[src/rtl/if_fetch_unit_if.sv]
// Bundle of the fetch stage's redirect, instruction-memory and decode-side
// signals.
//   master : the fetch unit. It drives mem_req/mem_addr toward memory and
//            out_*/halted/fq_count toward decode.
//   slave  : the environment, i.e. EX (redirect), memory (gnt/rvalid/rdata)
//            and decode (out_ready).
interface if_fetch_unit_if #(
    parameter int INST_L   = 32,
    parameter int PC_L     = 32,
    parameter int MADDR_L  = 32,
    parameter int FQ_DEPTH = 4
) ();
    localparam int CNT_W = $clog2(FQ_DEPTH) + 1;

    logic                redirect_valid;
    logic [PC_L-1:0]     redirect_pc;
    logic                mem_req;
    logic [MADDR_L-1:0]  mem_addr;
    logic                mem_gnt;
    logic                mem_rvalid;
    logic [INST_L-1:0]   mem_rdata;
    logic                out_valid;
    logic                out_ready;
    logic [INST_L-1:0]   out_inst;
    logic [PC_L-1:0]     out_pc;
    logic                halted;
    logic [CNT_W-1:0]    fq_count;

    modport master (
        input  redirect_valid, redirect_pc, mem_gnt, mem_rvalid, mem_rdata, out_ready,
        output mem_req, mem_addr, out_valid, out_inst, out_pc, halted, fq_count
    );

    modport slave (
        output redirect_valid, redirect_pc, mem_gnt, mem_rvalid, mem_rdata, out_ready,
        input  mem_req, mem_addr, out_valid, out_inst, out_pc, halted, fq_count
    );
endinterface

[src/rtl/if_fetch_unit.sv]
// Instruction-fetch stage for the MIPS pipeline.
// The unit keeps at most one word read outstanding to instruction memory over
// req/gnt/rvalid. Fetched {pc, inst} pairs go into an FQ_DEPTH-entry queue, and
// decode drains that queue over valid/ready. A redirect from EX flushes the
// queue, retargets the PC and marks any in-flight read as stale. When
// HALT_ON_ZERO is set, an all-zero fetched word halts fetch until the next
// redirect.
// Ports:
//   clk, rst : clock; asynchronous active-high reset
//   bus      : if_fetch_unit_if.master
//              redirect_valid/redirect_pc : redirect from EX
//              mem_req/mem_addr           : request to memory
//              mem_gnt/mem_rvalid/mem_rdata : response from memory
//              out_valid/out_ready/out_inst/out_pc : queue head to decode
//              halted, fq_count           : status
module if_fetch_unit #(
    parameter int              INST_L       = 32,
    parameter int              PC_L         = 32,
    parameter int              MADDR_L      = 32,
    parameter logic [PC_L-1:0] PC_ENTRY     = 32'h0000_0000,
    parameter int              FQ_DEPTH     = 4,
    parameter int              BYTE_SWAP    = 0,
    parameter int              HALT_ON_ZERO = 1
) (
    input  logic            clk,
    input  logic            rst,
    if_fetch_unit_if.master bus
);
    localparam int PTR_W = $clog2(FQ_DEPTH);
    localparam int CNT_W = PTR_W + 1;

    localparam logic [PC_L-1:0]  PC_STEP = {{(PC_L-3){1'b0}}, 3'b100};
    localparam logic [CNT_W-1:0] CNT_ONE = {{(CNT_W-1){1'b0}}, 1'b1};
    localparam logic [PTR_W-1:0] PTR_ONE = {{(PTR_W-1){1'b0}}, 1'b1};
    localparam logic [CNT_W-1:0] DEPTH_C = CNT_W'(FQ_DEPTH);

    typedef enum logic [1:0] {
        ST_IDLE = 2'd0,
        ST_REQ  = 2'd1,
        ST_WAIT = 2'd2,
        ST_HALT = 2'd3
    } state_t;

    // Reverses the byte order of a memory word. Used for opposite-endian memories.
    function automatic logic [INST_L-1:0] byte_swap(input logic [INST_L-1:0] w);
        logic [INST_L-1:0] r;
        r = {INST_L{1'b0}};
        for (int i = 0; i < INST_L / 8; i++) begin
            r[i*8 +: 8] = w[INST_L-8-i*8 +: 8];
        end
        return r;
    endfunction

    state_t              state_r, state_s;
    logic [PC_L-1:0]     pc_r, pc_s;
    logic [PC_L-1:0]     req_pc_r, req_pc_s;
    logic                stale_r, stale_s;
    logic                halted_r, halted_s;
    logic                mem_req_r, mem_req_s;
    logic [MADDR_L-1:0]  mem_addr_r;
    logic                out_valid_r;
    logic [CNT_W-1:0]    count_r, count_s;
    logic [PTR_W-1:0]    wr_ptr_r, rd_ptr_r;
    logic [PC_L-1:0]     fq_pc_r   [FQ_DEPTH];
    logic [INST_L-1:0]   fq_inst_r [FQ_DEPTH];

    logic                accept_s;
    logic                push_s;
    logic                pop_s;
    logic                flush_s;
    logic [INST_L-1:0]   word_s;
    logic                unused_s;

    // The low two bits of the redirect target are forced to zero (word alignment), so they are not used.
    assign unused_s = ^bus.redirect_pc[1:0];

    assign flush_s  = bus.redirect_valid;
    assign accept_s = (state_r == ST_REQ) && mem_req_r && bus.mem_gnt;
    assign word_s   = (BYTE_SWAP != 0) ? byte_swap(bus.mem_rdata) : bus.mem_rdata;
    // A pop that coincides with a flush is cancelled, because the entry is gone anyway.
    assign pop_s    = out_valid_r && bus.out_ready && !flush_s;

    // Next-state logic, PC update, stale tracking and enqueue decision.
    always_comb begin
        state_s  = state_r;
        pc_s     = pc_r;
        req_pc_s = req_pc_r;
        stale_s  = stale_r;
        halted_s = halted_r;
        push_s   = 1'b0;
        case (state_r)
            ST_IDLE: begin
                state_s = ST_REQ;
            end
            ST_REQ: begin
                if (accept_s) begin
                    req_pc_s = pc_r;
                    state_s  = ST_WAIT;
                end else begin
                    state_s  = ST_REQ;
                end
            end
            ST_WAIT: begin
                if (!bus.mem_rvalid) begin
                    state_s = ST_WAIT;
                end else if (stale_r) begin
                    stale_s = 1'b0;
                    state_s = ST_REQ;
                end else if ((HALT_ON_ZERO != 0) && (word_s == {INST_L{1'b0}})) begin
                    halted_s = 1'b1;
                    state_s  = ST_HALT;
                end else begin
                    push_s  = 1'b1;
                    pc_s    = req_pc_r + PC_STEP;
                    state_s = ST_REQ;
                end
            end
            ST_HALT: begin
                state_s = ST_HALT;
            end
            default: begin
                state_s = ST_IDLE;
            end
        endcase

        // A redirect overrides everything decided above for this cycle.
        if (bus.redirect_valid) begin
            pc_s     = {bus.redirect_pc[PC_L-1:2], 2'b00};
            halted_s = 1'b0;
            push_s   = 1'b0;
            case (state_r)
                ST_WAIT: begin
                    // A word that arrives together with the redirect is simply dropped.
                    // Otherwise the word still in flight must be discarded when it arrives.
                    if (bus.mem_rvalid) begin
                        stale_s = 1'b0;
                        state_s = ST_REQ;
                    end else begin
                        stale_s = 1'b1;
                        state_s = ST_WAIT;
                    end
                end
                ST_REQ: begin
                    if (accept_s) begin
                        stale_s = 1'b1;
                        state_s = ST_WAIT;
                    end else begin
                        state_s = ST_REQ;
                    end
                end
                default: begin
                    state_s = ST_REQ;
                end
            endcase
        end else begin
            stale_s = stale_s;
        end
    end

    // Queue occupancy after this cycle's push, pop or flush.
    always_comb begin
        count_s = count_r;
        if (flush_s) begin
            count_s = {CNT_W{1'b0}};
        end else if (push_s && !pop_s) begin
            count_s = count_r + CNT_ONE;
        end else if (pop_s && !push_s) begin
            count_s = count_r - CNT_ONE;
        end else begin
            count_s = count_r;
        end
    end

    // Issue gate. A request is raised only in REQ and only when the queue still has room.
    always_comb begin
        mem_req_s = 1'b0;
        if ((state_s == ST_REQ) && (count_s < DEPTH_C)) begin
            mem_req_s = 1'b1;
        end else begin
            mem_req_s = 1'b0;
        end
    end

    // Control registers: FSM state, PCs, stale/halt flags and the registered memory request.
    always_ff @(posedge clk or posedge rst) begin
        if (rst) begin
            state_r     <= ST_IDLE;
            pc_r        <= PC_ENTRY;
            req_pc_r    <= {PC_L{1'b0}};
            stale_r     <= 1'b0;
            halted_r    <= 1'b0;
            mem_req_r   <= 1'b0;
            mem_addr_r  <= {MADDR_L{1'b0}};
            out_valid_r <= 1'b0;
            count_r     <= {CNT_W{1'b0}};
        end else begin
            state_r     <= state_s;
            pc_r        <= pc_s;
            req_pc_r    <= req_pc_s;
            stale_r     <= stale_s;
            halted_r    <= halted_s;
            mem_req_r   <= mem_req_s;
            mem_addr_r  <= pc_s[MADDR_L-1:0];
            out_valid_r <= (count_s != {CNT_W{1'b0}});
            count_r     <= count_s;
        end
    end

    // Queue pointers. Both pointers return to zero on a flush; otherwise they wrap modulo FQ_DEPTH.
    always_ff @(posedge clk or posedge rst) begin
        if (rst) begin
            wr_ptr_r <= {PTR_W{1'b0}};
            rd_ptr_r <= {PTR_W{1'b0}};
        end else if (flush_s) begin
            wr_ptr_r <= {PTR_W{1'b0}};
            rd_ptr_r <= {PTR_W{1'b0}};
        end else begin
            if (push_s) begin
                wr_ptr_r <= wr_ptr_r + PTR_ONE;
            end
            if (pop_s) begin
                rd_ptr_r <= rd_ptr_r + PTR_ONE;
            end
        end
    end

    // Queue storage. It is cleared on reset so that the head reads as zero out of reset.
    always_ff @(posedge clk or posedge rst) begin
        if (rst) begin
            for (int i = 0; i < FQ_DEPTH; i++) begin
                fq_pc_r[i]   <= {PC_L{1'b0}};
                fq_inst_r[i] <= {INST_L{1'b0}};
            end
        end else if (push_s) begin
            fq_pc_r[wr_ptr_r]   <= req_pc_r;
            fq_inst_r[wr_ptr_r] <= word_s;
        end
    end

    assign bus.mem_req   = mem_req_r;
    assign bus.mem_addr  = mem_addr_r;
    assign bus.out_valid = out_valid_r;
    assign bus.out_inst  = fq_inst_r[rd_ptr_r];
    assign bus.out_pc    = fq_pc_r[rd_ptr_r];
    assign bus.halted    = halted_r;
    assign bus.fq_count  = count_r;
endmodule

[src/flat_wrapper.sv]
// flat-port wrapper written by rule: the top's interface ports become plain ports
module if_fetch_unit_flat 
#(
    parameter int              INST_L       = 32,
    parameter int              PC_L         = 32,
    parameter int              MADDR_L      = 32,
    parameter logic [PC_L-1:0] PC_ENTRY     = 32'h0000_0000,
    parameter int              FQ_DEPTH     = 4,
    parameter int              BYTE_SWAP    = 0,
    parameter int              HALT_ON_ZERO = 1
)
  (clk, rst, bus_redirect_valid, bus_redirect_pc, bus_mem_gnt, bus_mem_rvalid, bus_mem_rdata, bus_out_ready, bus_mem_req, bus_mem_addr, bus_out_valid, bus_out_inst, bus_out_pc, bus_halted, bus_fq_count);
  if_fetch_unit_if #(.INST_L(INST_L), .PC_L(PC_L), .MADDR_L(MADDR_L), .FQ_DEPTH(FQ_DEPTH)) bus_i ();
  input  logic clk;
  input  logic rst;
  input wire logic [$bits(bus_i.redirect_valid)-1:0] bus_redirect_valid;
  input wire logic [$bits(bus_i.redirect_pc)-1:0] bus_redirect_pc;
  input wire logic [$bits(bus_i.mem_gnt)-1:0] bus_mem_gnt;
  input wire logic [$bits(bus_i.mem_rvalid)-1:0] bus_mem_rvalid;
  input wire logic [$bits(bus_i.mem_rdata)-1:0] bus_mem_rdata;
  input wire logic [$bits(bus_i.out_ready)-1:0] bus_out_ready;
  output wire logic [$bits(bus_i.mem_req)-1:0] bus_mem_req;
  output wire logic [$bits(bus_i.mem_addr)-1:0] bus_mem_addr;
  output wire logic [$bits(bus_i.out_valid)-1:0] bus_out_valid;
  output wire logic [$bits(bus_i.out_inst)-1:0] bus_out_inst;
  output wire logic [$bits(bus_i.out_pc)-1:0] bus_out_pc;
  output wire logic [$bits(bus_i.halted)-1:0] bus_halted;
  output wire logic [$bits(bus_i.fq_count)-1:0] bus_fq_count;
  assign bus_i.redirect_valid = bus_redirect_valid;
  assign bus_i.redirect_pc = bus_redirect_pc;
  assign bus_i.mem_gnt = bus_mem_gnt;
  assign bus_i.mem_rvalid = bus_mem_rvalid;
  assign bus_i.mem_rdata = bus_mem_rdata;
  assign bus_i.out_ready = bus_out_ready;
  assign bus_mem_req = bus_i.mem_req;
  assign bus_mem_addr = bus_i.mem_addr;
  assign bus_out_valid = bus_i.out_valid;
  assign bus_out_inst = bus_i.out_inst;
  assign bus_out_pc = bus_i.out_pc;
  assign bus_halted = bus_i.halted;
  assign bus_fq_count = bus_i.fq_count;
  if_fetch_unit #(.INST_L(INST_L), .PC_L(PC_L), .MADDR_L(MADDR_L), .PC_ENTRY(PC_ENTRY), .FQ_DEPTH(FQ_DEPTH), .BYTE_SWAP(BYTE_SWAP), .HALT_ON_ZERO(HALT_ON_ZERO)) u_core (.clk(clk), .rst(rst), .bus(bus_i));
endmodule
[config.mk]
export PLATFORM = sky130hd
export DESIGN_NAME = if_fetch_unit_flat
export DESIGN_NICKNAME = d
export VERILOG_FILES = /design/src/rtl/if_fetch_unit_if.sv /design/src/rtl/if_fetch_unit.sv /design/src/flat_wrapper.sv
export SDC_FILE = /design/constraint.sdc
export NUM_CORES = 1
export LEC_CHECK = 0
export ABC_AREA = 0
export BUFFER_PORTS_ARGS = -buffer_cell sky130_fd_sc_hd__buf_2
export CORE_MARGIN = 2
export CORE_UTILIZATION = 40
export DETAILED_ROUTE_END_ITERATION = 16
export SYNTH_ARGS = -nofsm -noshare
export SYNTH_HDL_FRONTEND = slang
export SYNTH_SLANG_ARGS = --single-unit
[constraint.sdc]
create_clock -name clk -period 11.1 [get_ports clk]
set_input_delay 1.11 -clock clk [delete_from_list [all_inputs] [get_ports clk]]
set_output_delay 1.11 -clock clk [all_outputs]
set_load 0.01 [all_outputs]
==> results_dict.tcl, run 1 <==
set metrics [dict create \
    cp_top_family "simple AND/OR/NAND/NOR gates" \
    swShare 0.289 \
    outcome "finished clean" \
    drtAntennaViolNets 0 \
    die_width_um 200 \
    startpoint_type "input pin" \
    max_freq_mhz 242 \
    synth-edff-count 0 \
    cp.depth 9 \
    worst_path_max_delay_cell "buf_4" \
    dieArea_um2 39900 \
    cts_max_level 2 \
    worstPathCellList "buf_2 -> nor4_1 -> nand4_1 -> o21ai_4 -> buf_4 -> nor2_8 -> nand2_4 -> buf_4 -> mux2_2" \
    finalMaxSlewViolations 0 \
    tightest_slew_ps 1010 \
    power_frac_clock 0.377 \
    timing.final.crit_share 0.373 \
    nNetsFinal 1325 \
    slowest_delay_ps 620 \
    p_leak_nw 8.89 \
    async_flop_share 1.00 \
    min_path_cells 2 \
    cp_num_buf_inv 3 \
    r2r_end "u_core.fq_inst_r[53]" \
    reg2reg_depth 10 \
    synth_top_flop_cell "dfrtp_1" \
    worstSkewPairLatency_ps 520 \
    setup_viol 0 \
    hpwl_um 22100 \
    drt_pass1_iterations 4 \
    synth_warnings 0 \
    seq_power_share 0.437 \
    routed_wl_um 36100 \
    portBuffers 169 \
    avgViaCountPerCell 5.25 \
    core_area_um2 37700 \
    start_util 0.407 \
    fin_setup_tns_ps 0 \
    cts_tree "yes" \
    clk_path_buf_depth 3 \
    synth_seq_area_share 0.544 \
    power.net_switching_mw 1.03 \
    max_slew_margin 0.329 \
    rows 71 \
    fp.dieH_um 200 \
    skew_ps 14.7 \
    p_per_area_nw_per_um2 199 \
    numCtsBuffers 38 \
    critPathCapture "u_core.fq_inst_r[53]" \
    instances_no_fill 1784 \
    synth_top_area_share 0.544 \
    netlist_instances 1100 \
    placed_cells 1715 \
    drc 0 \
    root_buffer "clkbuf_16" \
    area_delta_synth_final_pct 16.5 \
    wl_per_cell_um 20.2 \
    rr_startpoint "u_core.state_r[0]" \
    synthTopCellsByArea "dfrtp_1, mux2_2, mux4_2, mux2_1, nand2_1" \
    synthDistinctLibCells 53 \
    hold_class "flop to flop" \
    end_kind "flop" \
    crit_top_cell "buf_4" \
    grt_first_pass_wirelength_um 57100 \
    worst_ir_drop_vdd_mv 0.122 \
    cts_sinks 333 \
    syn-mean-instance-area_um2 13.9 \
    worst_ep_required_time_ps 11500 \
    grt_max_degree 138 \
    r2r_slack_ps 7890 \
    cts_resized 0 \
    clk_pin_slew_ps 60 \
    synth.largest_area_cell "dfrtp_1" \
    num_vias 9374 \
    rsz0062_at_grt "false" \
    ios 172 \
    syn_area_um2 15300 \
    postCtsSetupBuffers 0 \
    antenna_found_initial 2 \
    intPower_mw 2.52 \
    place_congestion 0.741 \
    layout_commonest_cell "dfrtp_1" \
    holdBufCountCts 0 \
    dr.first_iter.drc_count 422 \
    drive_above_1_share 0.427 \
    hold_viol_final 0 \
    crit_start "bus_mem_rdata[0]" \
    crit_fanout 35 \
    period_needed_ps 4140 \
    diodes 0 \
    cp.arrival_ps 4540 \
    share_comb_of_total_power 0.186 \
    syn-num-nets 1181 \
    mostFrequentLayoutCells "dfrtp_1, mux2_2, buf_2" \
    drv_cap 0 \
    grt.overflow.total 0 \
    grtUsageTotal 0.186 \
    ys_ff_latch 333 \
    grt_pass1_vias 9839 \
    critPathKind "input pin to flop" \
]
## cell type report
cell class | instances | area (um^2)
fill | 3441 | 19800
clock buffer | 58 | 1200
clock inverter | 11 | 161
timing repair buffer | 183 | 951
sequential | 333 | 8340
multi-input combinational | 675 | 6510
inverter | 13 | 56.3
tap | 511 | 639
## layer usage
layer | track usage | vias up | share of wire
li1 | - | 4254 | -
met4 | 0.0406 | 4 | 0.014
met1 | 0.256 | 4879 | 0.46
met5 | 0 | - | 0.00075
met2 | 0.302 | 187 | 0.47
met3 | 0.0452 | 50 | 0.058
## synth_stat cells (11+ instances only)
library cell	number
nand2_1	136
a21oi_1	14
nor3_1	11
mux4_2	64
mux2i_1	13
buf_4	21
nor2_1	26
clkbuf_1	25
buf_1	12
o21ai_0	21
xnor2_1	19
mux2_1	50
nand3_1	11
dfrtp_1	333
ha_1	11
inv_1	13
buf_2	11
mux2_2	207
## power by group through the flow
stage                     Combinational, mW  Clock [mW]  Sequential [mW]
final                                 0.659        1.34             1.55
after global routing                  0.736        1.43             1.58
after CTS                             0.674        1.38             1.55
after detailed placement              0.671           0             1.57
after global placement                0.662           0             1.56
after floorplan                       0.523           0             1.47
## sequential cells by signal, indices dropped and copies added, names as in the netlist
register / cells
u_core.req_pc_r: 32
u_core.bus.halted: 1
u_core.wr_ptr_r: 2
u_core.pc_r: 32
u_core.bus.fq_count: 3
u_core.bus.mem_req: 1
u_core.state_r: 2
u_core.bus.out_valid: 1
u_core.rd_ptr_r: 2
u_core.fq_pc_r: 128
u_core.fq_inst_r: 128
u_core.stale_r: 1
## stage by stage
step | hold slack [ps] | cell area (um^2) | power [mW] | setup slack, ps | utilization
global route | 503 | 17900 | 3.74 | 6760 | 0.474
detailed placement | 472 | 16500 | 2.24 | 6260 | 0.438
finish | 483 | 17900 | 3.55 | 6960 | 0.474
global placement | 469 | 16500 | 2.23 | 6270 | 0.438
floorplan | 459 | 15300 | 1.99 | 765 | -
CTS | 489 | 17900 | 3.60 | 6800 | 0.474
## worst register-to-register path: cells and delay by family (launching register included)
kind,cells,cell delay [ps]
buf+inv,3,1130
flops,1,370
compound gates,1,60
mux,1,440
fa+ha+maj,1,250
simple gates,4,830
## worst min-delay path by stage
stage / slack (ps) / start / end
detailed placement: 470 / u_core.pc_r[13] / u_core.req_pc_r[13]
global placement: 470 / u_core.fq_pc_r[43] / u_core.fq_pc_r[43]
CTS: 490 / u_core.fq_pc_r[85] / u_core.fq_pc_r[85]
finish: 480 / u_core.pc_r[13] / u_core.req_pc_r[13]
global route: 500 / u_core.fq_inst_r[2] / u_core.fq_inst_r[2]
floorplan: 460 / u_core.fq_inst_r[32] / u_core.fq_inst_r[32]
## logic make-up (layout without fill, tap and decap cells)
logic type	Yosys count	in the layout	synth area share
multiplexers	334	334	0.291
flip-flops	333	333	0.544
AND/OR/NAND/NOR	243	243	0.0793
buffers and inverters	92	265	0.0322
AO/OA/AOI/OAI	57	57	0.0272
XOR/XNOR	28	28	0.0160
adder cells (fa/ha/maj)	13	13	0.0103
Note: power is estimated with default switching activity, not from simulation.
==> inputs of run 2 (changes only) <==
Clock period 11.1 ns to 4 ns, I/O delays scaled along.
==> results_dict.tcl, run 2 (synthesized netlist as in run 1, its figures left out) <==
set metrics [dict create \
    fp.dieH_um 200 \
    seq_power_share 0.450 \
    top_regs "u_core.fq_inst_r x128, u_core.fq_pc_r x128" \
    tightest_slew_ps 822 \
    end_kind "output pin" \
    num_vias 9469 \
    place_area_um2 16700 \
    place_congestion 0.744 \
    finalInstanceArea_um2 17900 \
    grtUsageTotal 0.187 \
    maxUsedRoutingLayer "met5" \
    worstSkewPairLatency_ps 520 \
    grt_first_pass_wirelength_um 57200 \
    wl_per_cell_um 20.3 \
    dr.first_iter.drc_count 491 \
    p_leak_nw 8.91 \
    grt_pass1_vias 9855 \
    mostFrequentLayoutCells "dfrtp_1, mux2_2, buf_2" \
    crit_fanout 30 \
    clk_pin_slew_ps 60 \
    die_width_um 200 \
    outcome "finished clean" \
    swShare 0.296 \
    intPower_mw 6.74 \
    numCtsBuffers 38 \
    dieArea_um2 39900 \
    cts_max_level 2 \
    worst_ep_required_time_ps 3600 \
    clk_path_buf_depth 3 \
    portBuffers 169 \
    drc 0 \
    max_slew_margin 0.452 \
    rows 71 \
    root_buffer "clkbuf_16" \
    skew_ps 17.9 \
    area_delta_synth_final_pct 16.8 \
    grt.overflow.total 0 \
    layout_commonest_cell "dfrtp_1" \
    nNetsFinal 1336 \
    start_util 0.407 \
    finalMaxSlewViolations 0 \
    setup_viol 0 \
    hold_viol_final 0 \
    routed_wl_um 36500 \
    ios 172 \
    drv_cap 0 \
    placed_cells 1725 \
    power_mw 9.57 \
    max_freq_mhz 340 \
    m1WireLength_um 16500 \
    whs_ps 86.0 \
    grt_max_degree 116 \
    route.met3.wl_um 2030 \
    p_per_area_nw_per_um2 535 \
    hpwl_um 23200 \
    share_comb_of_total_power 0.194 \
    critPathKind "flop to output pin" \
    hold_class "input pin to flop" \
    avgViaCountPerCell 5.28 \
    worst_ir_drop_vdd_mv 0.287 \
    cp.arrival_ps 2540 \
    instances_no_fill 1794 \
    antenna_found_initial 2 \
    core_area_um2 37700 \
    wl_met2_um 17400 \
    fin_util 0.475 \
    cts_sinks 333 \
    drive_above_1_share 0.427 \
    power.net_switching_mw 2.83 \
    power_frac_clock 0.356 \
    startpoint_type "flop" \
    cts_tree "yes" \
    drtAntennaViolNets 0 \
    period_needed_ps 2940 \
    drt_pass1_iterations 4 \
    fillers 3446 \
    rsz0062_at_grt "false" \
    timing.final.crit_share 0.735 \
]
[run 2: cell types whose count changed in the layout (fill, tap and decap cells not counted), moves of 2 or more]
cell | before | now
buf_12 | 0 | 7
buf_4 | 14 | 17
bufinv_16 | 4 | 2
clkbuf_1 | 6 | 10
clkbuf_16 | 41 | 39
clkbuf_8 | 11 | 8
inv_8 | 2 | 0
[run 2: cell type report]
type,instances,area (um^2),area share
clock buffers,57,1120,0.0628
multi-input cells,675,6510,0.364
clock inverters,10,104,0.00580
well taps,511,639,0.0357
repair buffers,194,1120,0.0628
diodes,1,2.50,0.000140
inverters,13,52.6,0.00294
flip-flops and latches,333,8340,0.466
[run 2: power groups by stage]
stage	clock network [mW]	registers, mW	logic (mW)
6_report	3.41	4.30	1.86
5_1_grt	3.66	4.39	2.05
4_1_cts	3.51	4.31	1.90
3_5_place_dp	0	4.37	1.89
3_3_place_gp	0	4.34	1.86
2_1_floorplan	0	4.07	1.45
[run 2: worst paths after layout]
kind	from	to	slack, ps	cells after the start
max reg2reg	u_core.state_r[0]	u_core.fq_inst_r[0]	1380	9
min reg2reg	u_core.pc_r[0]	u_core.req_pc_r[0]	480	2
min in group asynchronous	rst	u_core.fq_inst_r[70]	540	3
max in group asynchronous	rst	u_core.rd_ptr_r[0]	2400	4
min	bus_redirect_pc[20]	u_core.pc_r[20]	90	3
max	u_core.rd_ptr_r[0]	bus_out_pc[1]	1060	3
[run 2: what timing repair did]
| action | in CTS | in global routing |
|---|---|---|
| gates resized for setup | 0 | 0 |
| hold buffers | 1 | 0 |
| endpoints found under the setup margin | 0 | 0 |
| buffers inserted | 0 | 0 |
| endpoints found under the hold margin | 23 | 0 |
[run 2: through the flow]
| step | setup TNS [ps] | setup WS (ps) |
|---|---|---|
| finish | 0 | 1060 |
| CTS | 0 | 949 |
| global route | 0 | 896 |
| floorplan | -282590 | -849 |
| detailed placement | 0 | 787 |
| global placement | 0 | 769 |
[run 2: per-layer routing]
layer	up-vias	GRT usage
met2	206	0.304
met1	4936	0.258
met5	-	0
li1	4283	-
met4	2	0.0403
met3	42	0.0397
[run 2: worst max-delay path: stages (launching register included)]
cell and delay [ps]:
dfrtp_4 830, buf_4 430, mux4_2 560, buf_2 180
==> inputs of run 3 (changes only) <==
Clock period 4 ns to 2.7 ns, I/O delays scaled along.
==> results_dict.tcl, run 3 (synthesized netlist as in run 1, its figures left out) <==
set metrics [dict create \
    cts_max_level 2 \
    end_kind "output pin" \
    drtAntennaViolNets 0 \
    max_slew_margin 0.466 \
    nNetsFinal 1415 \
    finalInstanceArea_um2 18900 \
    rows 71 \
    placed_cells 1758 \
    place_area_um2 17100 \
    hpwl_um 25100 \
    drive_above_1_share 0.430 \
    grt.overflow.total 0 \
    cts_tree "yes" \
    grt_max_degree 59 \
    slowest_delay_ps 670 \
    place_congestion 0.775 \
    hold_viol_final 0 \
    cts_sinks 333 \
    finalMaxSlewViolations 0 \
    timing.final.crit_share 0.941 \
    outcome "finished clean" \
    worst_path_max_delay_cell "dfrtp_4" \
    clk_pin_slew_ps 60 \
    dr.first_iter.drc_count 412 \
    mostFrequentLayoutCells "dfrtp_1, mux2_2, buf_2" \
    antenna_found_initial 4 \
    rsz0062_at_grt "false" \
    drc 0 \
    grt_pass1_vias 10300 \
    drt_pass1_iterations 4 \
    skew_ps 12.2 \
    root_buffer "clkbuf_16" \
    num_vias 9750 \
    worstSkewPairLatency_ps 540 \
    max_freq_mhz 394 \
    avgViaCountPerCell 5.21 \
    clk_path_buf_depth 3 \
    startpoint_type "flop" \
    wl_per_cell_um 19.9 \
    hold_class "input pin to flop" \
    fp.dieH_um 200 \
    period_needed_ps 2540 \
    dp_slack_ps 18.2 \
    top_regs "u_core.fq_inst_r x128, u_core.fq_pc_r x128" \
    cp.arrival_ps 2270 \
    portBuffers 169 \
    core_area_um2 37700 \
    numCtsBuffers 38 \
    area_delta_synth_final_pct 23.1 \
    start_util 0.407 \
    critPathKind "flop to output pin" \
    worstPathCellList "buf_4 -> mux4_2 -> buf_2" \
    fin_util 0.501 \
    tightest_slew_ps 799 \
    drv_cap 0 \
    layout_commonest_cell "dfrtp_1" \
    ios 172 \
    worst_ir_drop_vdd_mv 0.553 \
    instances_no_fill 1870 \
    p_leak_nw 9.37 \
    grt_first_pass_wirelength_um 59100 \
    worst_ep_required_time_ps 2430 \
    dieArea_um2 39900 \
    crit_fanout 15 \
    die_width_um 200 \
    setup_viol 0 \
    postCtsSetupBuffers 0 \
    routed_wl_um 37300 \
    p_per_area_nw_per_um2 770 \
    setup_ws_ps 159 \
    grtUsageTotal 0.194 \
]
[run 3: metrics by stage]
| stage | TNS [ps] | hold WS (ps) | total power, mW |
|---|---|---|---|
| global placement | 0 | 453 | 9.28 |
| floorplan | -672200 | 389 | 8.18 |
| global route | 0 | 17.3 | 15.3 |
| finish | 0 | 32.1 | 14.5 |
| CTS | 0 | 1.18 | 14.8 |
| detailed placement | 0 | 458 | 9.34 |
[run 3: area by class of cell]
class	instances	area (um^2)
fillers	3338	18800
flip-flops and latches	333	8340
multi-input cells	675	6520
repair buffers	273	2040
clock buffers	54	1150
well taps	511	639
clock inverters	10	125
inverters	13	52.6
diodes	1	2.50
[run 3: layer usage]
metal  vias up  track usage  part of all wire
li1       4425            -                 -
met1      5046        0.260              0.45
met2       215        0.317              0.47
met3        58       0.0511             0.057
met4         6       0.0447             0.017
met5         -            0            0.0013
[run 3: final timing paths]
check,startpoint,to,slack (ps),depth (start not counted)
worst max-delay path,u_core.rd_ptr_r[0],bus_out_inst[29],160,3
worst min-delay path,bus_mem_rdata[7],u_core.fq_inst_r[39],30,2
worst max register to register,u_core.req_pc_r[3],u_core.pc_r[30],330,7
worst min register to register,u_core.fq_pc_r[86],u_core.fq_pc_r[86],490,1
max in group asynchronous,rst,u_core.fq_inst_r[89],1500,4
min in group asynchronous,rst,u_core.fq_inst_r[100],420,3
[run 3: critical path: cells and delay by family, from the launching register on]
kind / cells / cell delay (ps)
buffers and inverters: 2 / 500
flip-flops: 1 / 670
multiplexers: 1 / 550
[run 3: repair_timing]
action                                  CTS  global route
hold buffers                             47             0
gates resized for setup                   0             1
hold endpoints to repair                 83             0
endpoints found under the setup margin    0            62
[run 3: power breakdown]
part	internal (mW)	switching (mW)	leakage, nW	total, mW
Clock	3.24	2.03	0.638	5.27
Sequential	5.60	0.729	4.51	6.33
Combinational	1.44	1.49	4.22	2.93
